--- src/rtl/max_128b_frame_argmax.sv ---
`default_nettype none
// ============================================================================
// Module   : max_128b_frame_argmax
// Brief    : Frame-wide argmax over (max value, lane) beats with a one-result
//            per frame valid/ready output.
// Revision : 1.0 - initial release
// ============================================================================
module max_128b_frame_argmax #(
  parameter int  WIDTH     = 128,
  parameter int  FRAME_LEN = 16,
  localparam int POS_W     = $clog2(FRAME_LEN)
) (
  input  logic             clk,
  input  logic             rst,
  input  logic             in_valid,
  output logic             in_ready,
  input  logic [WIDTH-1:0] in_max,
  input  logic [1:0]       in_lane,
  input  logic             in_last,
  output logic             out_valid,
  input  logic             out_ready,
  output logic [WIDTH-1:0] out_max,
  output logic [1:0]       out_lane,
  output logic [POS_W-1:0] out_pos,
  output logic [POS_W:0]   out_count
);

  localparam logic [0:0]       c_st_accum = 1'b0;
  localparam logic [0:0]       c_st_hold  = 1'b1;
  localparam logic [POS_W-1:0] c_last_idx = POS_W'(FRAME_LEN - 1);

  logic [0:0]       r_state;
  logic [POS_W-1:0] r_cnt;
  logic [WIDTH-1:0] r_best;
  logic [1:0]       r_lane;
  logic [POS_W-1:0] r_pos;
  logic [WIDTH-1:0] r_out_max;
  logic [1:0]       r_out_lane;
  logic [POS_W-1:0] r_out_pos;
  logic [POS_W:0]   r_out_count;

  logic             w_accept;
  logic             w_take;
  logic             w_end;
  logic [WIDTH-1:0] w_best;
  logic [1:0]       w_lane;
  logic [POS_W-1:0] w_pos;
  logic [POS_W:0]   w_count;

  assign in_ready  = (r_state == c_st_accum);
  assign out_valid = (r_state == c_st_hold);
  assign out_max   = r_out_max;
  assign out_lane  = r_out_lane;
  assign out_pos   = r_out_pos;
  assign out_count = r_out_count;

  assign w_accept = in_valid & in_ready;
  // Strict compare keeps the earliest beat on ties; the first beat always loads.
  assign w_take   = (r_cnt == '0) | (in_max > r_best);
  assign w_best   = w_take ? in_max  : r_best;
  assign w_lane   = w_take ? in_lane : r_lane;
  assign w_pos    = w_take ? r_cnt   : r_pos;
  assign w_end    = in_last | (r_cnt == c_last_idx);
  assign w_count  = {1'b0, r_cnt} + (POS_W+1)'(1);

  always_ff @(posedge clk or posedge rst) begin
    if (rst) begin
      r_state     <= c_st_accum;
      r_cnt       <= '0;
      r_best      <= '0;
      r_lane      <= '0;
      r_pos       <= '0;
      r_out_max   <= '0;
      r_out_lane  <= '0;
      r_out_pos   <= '0;
      r_out_count <= '0;
    end else if (r_state == c_st_accum) begin
      if (w_accept) begin
        r_best <= w_best;
        r_lane <= w_lane;
        r_pos  <= w_pos;
        if (w_end) begin
          // Results are captured including this beat; cnt restarts for the next frame.
          r_state     <= c_st_hold;
          r_cnt       <= '0;
          r_out_max   <= w_best;
          r_out_lane  <= w_lane;
          r_out_pos   <= w_pos;
          r_out_count <= w_count;
        end else begin
          r_cnt <= r_cnt + POS_W'(1);
        end
      end
    end else begin
      if (out_ready) begin
        r_state <= c_st_accum;
      end
    end
  end

endmodule
`default_nettype wire

--- config.mk ---
export PLATFORM = sky130hd
export DESIGN_NAME = max_128b_frame_argmax
export DESIGN_NICKNAME = d
export VERILOG_FILES = /design/src/rtl/max_128b_frame_argmax.sv
export SDC_FILE = /design/constraint.sdc
export NUM_CORES = 1
export LEC_CHECK = 0
export CORE_MARGIN = 10
export CORE_UTILIZATION = 49
export CTS_CLUSTER_DIAMETER = 60
export DETAILED_ROUTE_END_ITERATION = 10
export PLACE_DENSITY = 0.83
export SYNTH_ARGS = -nofsm -noshare
export SYNTH_HDL_FRONTEND = slang
export SYNTH_SLANG_ARGS = --single-unit
export TNS_END_PERCENT = 20
--- constraint.sdc ---
create_clock -name clk -period 9.1 [get_ports clk]
set_clock_uncertainty 0.1 [all_clocks]
set_input_delay 1.82 -clock clk [delete_from_list [all_inputs] [get_ports clk]]
set_output_delay 1.82 -clock clk [all_outputs]
set_load 0.1 [all_outputs]
==> results by group, run 1 <==
Timing
  • Crit path time final: ~6.4 ns
  • Max-slew headroom: roughly a quarter
  • Max-slew violations: 0
  • Final period util: 70.45%
  • Worst setup margin: between 2 and 3 ns
  • Sum Neg Setup Slack: 0 ns
  • Max frequency: about 0.16 GHz
  • Final-report setup violation count: 0
  • Final hold violations: 0
  • Least-Margin Pin Slew: between 1 and 1.5 ns
  • Unrepaired setup endpoints after global routing: false

Finish
  • FF/Latch Area: 6957 um2
  • Utilization after layout: 61.54%
  • Final Cell Area: 20,020 um2
  • Area grow syn2layout: 24.10%
  • Multi-input gate area: 8085 um2
  • Final net count: 2,055
  • Layout fillers: 2,571
  • Share of cells above drive strength 1: 11.96%

Placed design
  • Final HPWL DP: roughly 32 mm
  • Area after DPL: 19,050 um2
  • GP Congestion: 0.8526
  • Port Buf Inserts: 275
  • Post-place setup slack: 2.253 ns

Logic synthesis
  • Syn avg cell area: 10.11 um2
  • Syn nets: between 1,500 and 2,000
  • Post-synth top cells: dfrtp_1 (278), nand4_1 (158), nor2_1 (144)
  • Sequential-to-total area share from yosys stat: approximately 43%
  • Post-synth top area share: 43.12%
  • Number of synthesized flops with an enable pin: 0
  • Most common cell in the netlist: dfrtp_1
  • Flops & latches, synth: 278
  • YS warnings: 0
  • Post-synth top flop: dfrtp_1
  • Synth area leaders: dfrtp_1 (43%), ha_1 (10%), mux2_4 (7.4%)
  • Post-Synthesis Cells: 1,596
  • Netlist cell types: 48
  • FFs w/ async S/R, synth: 100.0%
  • Cell taking the most area after synthesis: dfrtp_1
  • Syn Std Cell Area: 16,130 um2

Worst setup path
  • CP Capture Type: register
  • Crit path DAT: between 6 and 7 ns
  • Reg2reg setup slack: 4.02 ns
  • CP required: 9.47 ns
  • Setup CP Type: in2reg
  • CP Max Fanout: 69
  • Startpoint types: input pin

Clocking
  • Post-cts resize count: 0
  • CTS Buffer Depth: 3
  • Worst skew pair latency: about 0.56 ns
  • Postcts setup bufs: 0
  • H-tree Lvls: 1
  • CTS Buf Count: 31
  • Root Buffer: clkbuf_16
  • CTS clk-pin slew, worst paths: 0.06 ns
  • # hold bufs at CTS: 0
  • Clock sink total: 278
  • CTS tree: yes

GRT
  • GRT Total Usage: 22.78%
  • Initial antenna violation count: 4
  • Vias in the first global route: 13,991
  • GRT overflow: 0
  • Global-route wire length before repair: 77.31 mm
  • Largest net degree at the start of global routing: ~150

Job
  • Max Cap Viol: 0

Detailed routing
  • Via density per instance: 6.148
  • First-pass DRT Iterations: 7
  • Antenna Violating Nets Remaining: 0
  • Via Count: 13,888
  • Wire per inst: 21.40 um
  • DRC Markers: 0
  • Total Wirelength: 48.34 mm
  • 1st-iter DRT viols: 1,255

Die
  • Die area: 40,580 um2
  • Num rows: 66
  • Die height: 201.5 um
  • Boundary pin count: ~280
  • Die width: 201.5 um
  • Core ar.: roughly 33,000 um2
  • Starting Density: 49.59%

Min path
  • HP Class: reg2reg

Status
  • Outcome: finished clean
[critical path, cell delays in order]
cell and delay [ns]:
clkdlybuf4s50_1 0.47, ha_1 0.34, nand4_1 0.13, nor4_1 0.70, nand3_1 0.38, nor4_4 0.57
nor2_2 0.14, a2bb2oi_4 0.20, buf_4 0.64, buf_4 0.75, nand4_1 0.22, a31oi_1 0.26
[final timing paths]
check	from	end	cells past startpoint
worst min-delay path	out_count[3]	out_count[3]	2
worst min register to register	out_count[3]	out_count[3]	2
max in group asynchronous	rst	r_best[60]	4
worst max register to register	r_best[51]	out_max[73]	12
min in group asynchronous	rst	out_max[110]	3
worst max-delay path	in_max[54]	out_max[73]	12
[state kept, by name (all words and copies together) (netlist names)]
register	flops
out_count	5
out_lane	2
out_max	128
out_pos	4
out_valid	1
r_best	128
r_cnt	4
r_lane	2
r_pos	4
[cells by family (layout without fill, tap and decap cells)]
kind of cell / after synthesis / in the layout / synth area share, %
AND/OR/NAND/NOR: 389 / 389 / 12.17
buffers and inverters: 273 / 491 / 7.212
other: 0 / 3 / 0
flip-flops: 278 / 278 / 43.12
XOR/XNOR: 1 / 1 / 0.05429
multiplexers: 132 / 132 / 11.07
adder cells (fa/ha/maj): 130 / 130 / 10.08
AO/OA/AOI/OAI: 393 / 393 / 16.29
[layout make-up]
class                      count  share of cell area, %
clock buffer                  45                  4.487
timing repair buffer         295                  14.62
tap                          442                  2.762
multi-input combinational   1045                  40.38
inverter                     139                  2.625
sequential                   278                  34.74
antenna                        3                0.03749
clock inverter                12                 0.3437
[cell usage in the layout, fill, tap and decap left out, types with 4 or more instances in the layout]
master and n:
dfrtp_1 278, clkdlybuf4s50_1 275, nand4_1 158, nor2_1 142
inv_1 138, a31oi_1 137, o31ai_1 137, ha_1 130
mux2_4 80, mux2_2 52, a21oi_1 50, nand2_1 41
clkbuf_16 31, o21ai_0 27, nand3_1 19, buf_4 18
a21o_1 10, clkinv_2 9, nor3_1 7, clkbuf_8 7
clkbuf_1 7, nand2b_1 6, a211oi_1 6, nor4_1 6
o21a_1 4
[layer usage]
| metal | GRT usage (%) | routed length [um] | vias to the layer above |
|---|---|---|---|
| li1 | - | - | 6326 |
| met3 | 4.562 | 3489 | 77 |
| met5 | 0 | 13 | - |
| met1 | 29.81 | 20210 | 6914 |
| met4 | 6.470 | 1054 | 2 |
| met2 | 37.52 | 23570 | 569 |
[stage by stage]
| step | instances | hold WS, ns |
|---|---|---|
| 2_1_floorplan | 1596 | 0.3815 |
| 6_report | 2259 | 0.3809 |
| 4_1_cts | 2256 | 0.3828 |
| 3_5_place_dp | 2199 | 0.3694 |
| 5_1_grt | 2259 | 0.4053 |
| 3_3_place_gp | 2199 | 0.3624 |
Power of run 1 is left out: the tool's default activity adds up to more than one toggle a clock period on the data nets, which glitch-free logic cannot reach.
==> run 2: changes to the inputs <==
CORE_UTILIZATION = 54   (was 49)
PLACE_DENSITY = 0.86   (was 0.83)
clock period = 6.2 ns   (was 9.1 ns; I/O delays follow)
==> run 2 against run 1 <==
Against the previous run:
- register-to-register slack got worse by 2.0 ns
- via count is 0.18% higher
- sequential share of layout area barely moved
- wire length is 2.7% lower
- design area barely moved
- count of clock-buffer cells in the layout grew 2
==> results by group, run 2 (synthesized netlist as in run 1, its figures left out) <==
Min path
  • HP Class: reg2reg (unchanged)
  • Hold worst-path end: out_count[1] (was out_count[3])
  • Hold Path Stages: 2 (unchanged)
  • Min-Delay Startpoint: out_count[1] (was out_count[3])

Clocking
  • Root Buffer: clkbuf_16 (unchanged)
  • # hold bufs at CTS: 0 (unchanged)
  • CTS Buf Count: 31 (unchanged)
  • H-tree Lvls: 1 (unchanged)
  • CTS Buffer Depth: 3 (unchanged)
  • CTS tree: yes (unchanged)
  • Clock sink total: 278 (unchanged)
  • Worst skew pair latency: 0.55 ns (was 0.56 ns)
  • Postcts setup bufs: 0 (unchanged)
  • CTS clk-pin slew, worst paths: 0.06 ns (about the same)
  • Post-cts resize count: 0 (unchanged)

GRT
  • Largest net degree at the start of global routing: 148 (unchanged)
  • Initial antenna violation count: 4 (unchanged)
  • GRT overflow: 0 (unchanged)
  • Global-route wire length before repair: 75.54 mm (was 77.31 mm)
  • GRT Total Usage: 24.75% (was 22.78%)
  • Vias in the first global route: 14,048 (was 13,991)

Job
  • Max Cap Viol: 0 (unchanged)

Die
  • Num rows: 63 (was 66)
  • Die area: 37,190 um2 (was 40,580 um2)
  • Die height: 192.9 um (was 201.5 um)
  • Core ar.: 29,560 um2 (was 32,540 um2)
  • Boundary pin count: 276 (unchanged)
  • Die width: 192.9 um (was 201.5 um)
  • Starting Density: 54.58% (was 49.59%)

Detailed routing
  • Total Wirelength: 47.05 mm (was 48.34 mm)
  • First-pass DRT Iterations: 5 (was 7)
  • Via Count: 13,913 (was 13,888)
  • Antenna Violating Nets Remaining: 0 (unchanged)
  • Via density per instance: 6.321 (was 6.148)
  • DRC Markers: 0 (unchanged)
  • Wire per inst: 21.38 um (was 21.40 um)
  • 1st-iter DRT viols: 1,353 (was 1,255)

Timing
  • Least-Margin Pin Slew: 1.249 ns (was 1.136 ns)
  • Crit path time final: slightly below 5 ns
  • Max-slew headroom: 16.63% (was 24.00%)
  • Final hold violations: 0 (unchanged)
  • Max frequency: 0.2036 GHz
  • Final period util: approximately 80%
  • Unrepaired setup endpoints after global routing: false (unchanged)
  • Sum Neg Setup Slack: 0 ns (unchanged)
  • Max-slew violations: 0 (unchanged)
  • Final-report setup violation count: 0 (unchanged)

Worst setup path
  • Crit path DAT: 5.24 ns (was 6.78 ns)
  • CP Capture Type: register (unchanged)
  • Worst r2r src: r_best[117] (was r_best[51])
  • CP Max Fanout: 132 (was 69)
  • Reg2reg setup slack: 2.04 ns (was 4.02 ns)
  • Startpoint types: input pin (unchanged)
  • CP required: 6.53 ns (was 9.47 ns)
  • Setup CP Type: in2reg (unchanged)
  • RR Endpoint: r_best[49] (was out_max[73])
  • Cells on worst reg2reg path: 10 (was 12)

Finish
  • Multi-input gate area: 8085 um2 (unchanged)
  • Layout fillers: 2,141 (was 2,571)
  • Utilization after layout: 67.67% (was 61.54%)
  • FF/Latch Area: 6957 um2 (unchanged)
  • Finished Layout Cells: 2,201 (was 2,259)
  • Area grow syn2layout: 23.99% (was 24.10%)
  • Most common cell after layout, fill and taps aside: dfrtp_1 (unchanged)
  • Share of cells above drive strength 1: 11.52% (was 11.96%)
  • Final net count: 2,049 (was 2,055)
  • Most frequent cells in the layout: dfrtp_1 (278), clkdlybuf4s50_1 (275), nand4_1 (158) (unchanged)

Placed design
  • Port Buf Inserts: 275 (unchanged)
  • Placed instance count: 2,141 (was 2,199)
  • GP Congestion: 0.8500 (was 0.8526)
  • Final HPWL DP: 30.34 mm (was 32.12 mm)

Status
  • Outcome: finished clean (unchanged)
==> run 2: final cells by class <==
class,count,share of cell area (%)
inverters,139,2.627
flip-flops and latches,278,34.78
multi-input cells,1045,40.42
diodes,5,0.06255
well taps,390,2.439
clock inverters,8,0.3753
clock buffers,47,4.578
repair buffers,289,14.72
==> run 2: worst max-delay path by stage <==
stage	slack [ns]	end	depth (start not counted)	from
floorplan	1.18	out_count[0]	1	rst
global placement	0.83	r_best[87]	10	in_max[87]
detailed placement	0.77	out_max[49]	11	in_max[123]
CTS	1.34	out_max[97]	11	in_max[123]
global route	0.96	out_max[49]	11	in_max[55]
finish	1.29	r_best[49]	10	in_max[123]
==> run 2: worst max-delay path, cell delays in order <==
cell	delay (ns)
clkdlybuf4s50_1	0.51
ha_1	0.35
nand4_1	0.13
nor4_1	0.46
nand3_1	0.37
nor3_1	0.51
o21ai_4	0.15
a31oi_4	0.21
buf_12	0.63
mux2_2	0.42
==> run 2: metal layers <==
| metal | GRT usage (%) | up-vias | wire (um) |
|---|---|---|---|
| met2 | 39.80 | 664 | 22180 |
| met1 | 32.13 | 6848 | 19040 |
| met3 | 5.439 | 99 | 4310 |
| li1 | - | 6302 | - |
| met5 | 0 | - | 0 |
| met4 | 9.153 | 0 | 1517 |
==> run 2: through the flow <==
stage               hold WS [ns]  worst slack (ns)  area, um2
floorplan                 0.3815             1.181      16140
global placement          0.3659            0.8290      19000
detailed placement        0.3713            0.7668      19000
CTS                       0.3858             1.336      19990
global route              0.4166            0.9567      20000
finish                    0.3861             1.288      20000
Power of run 2 is left out for the same reason.
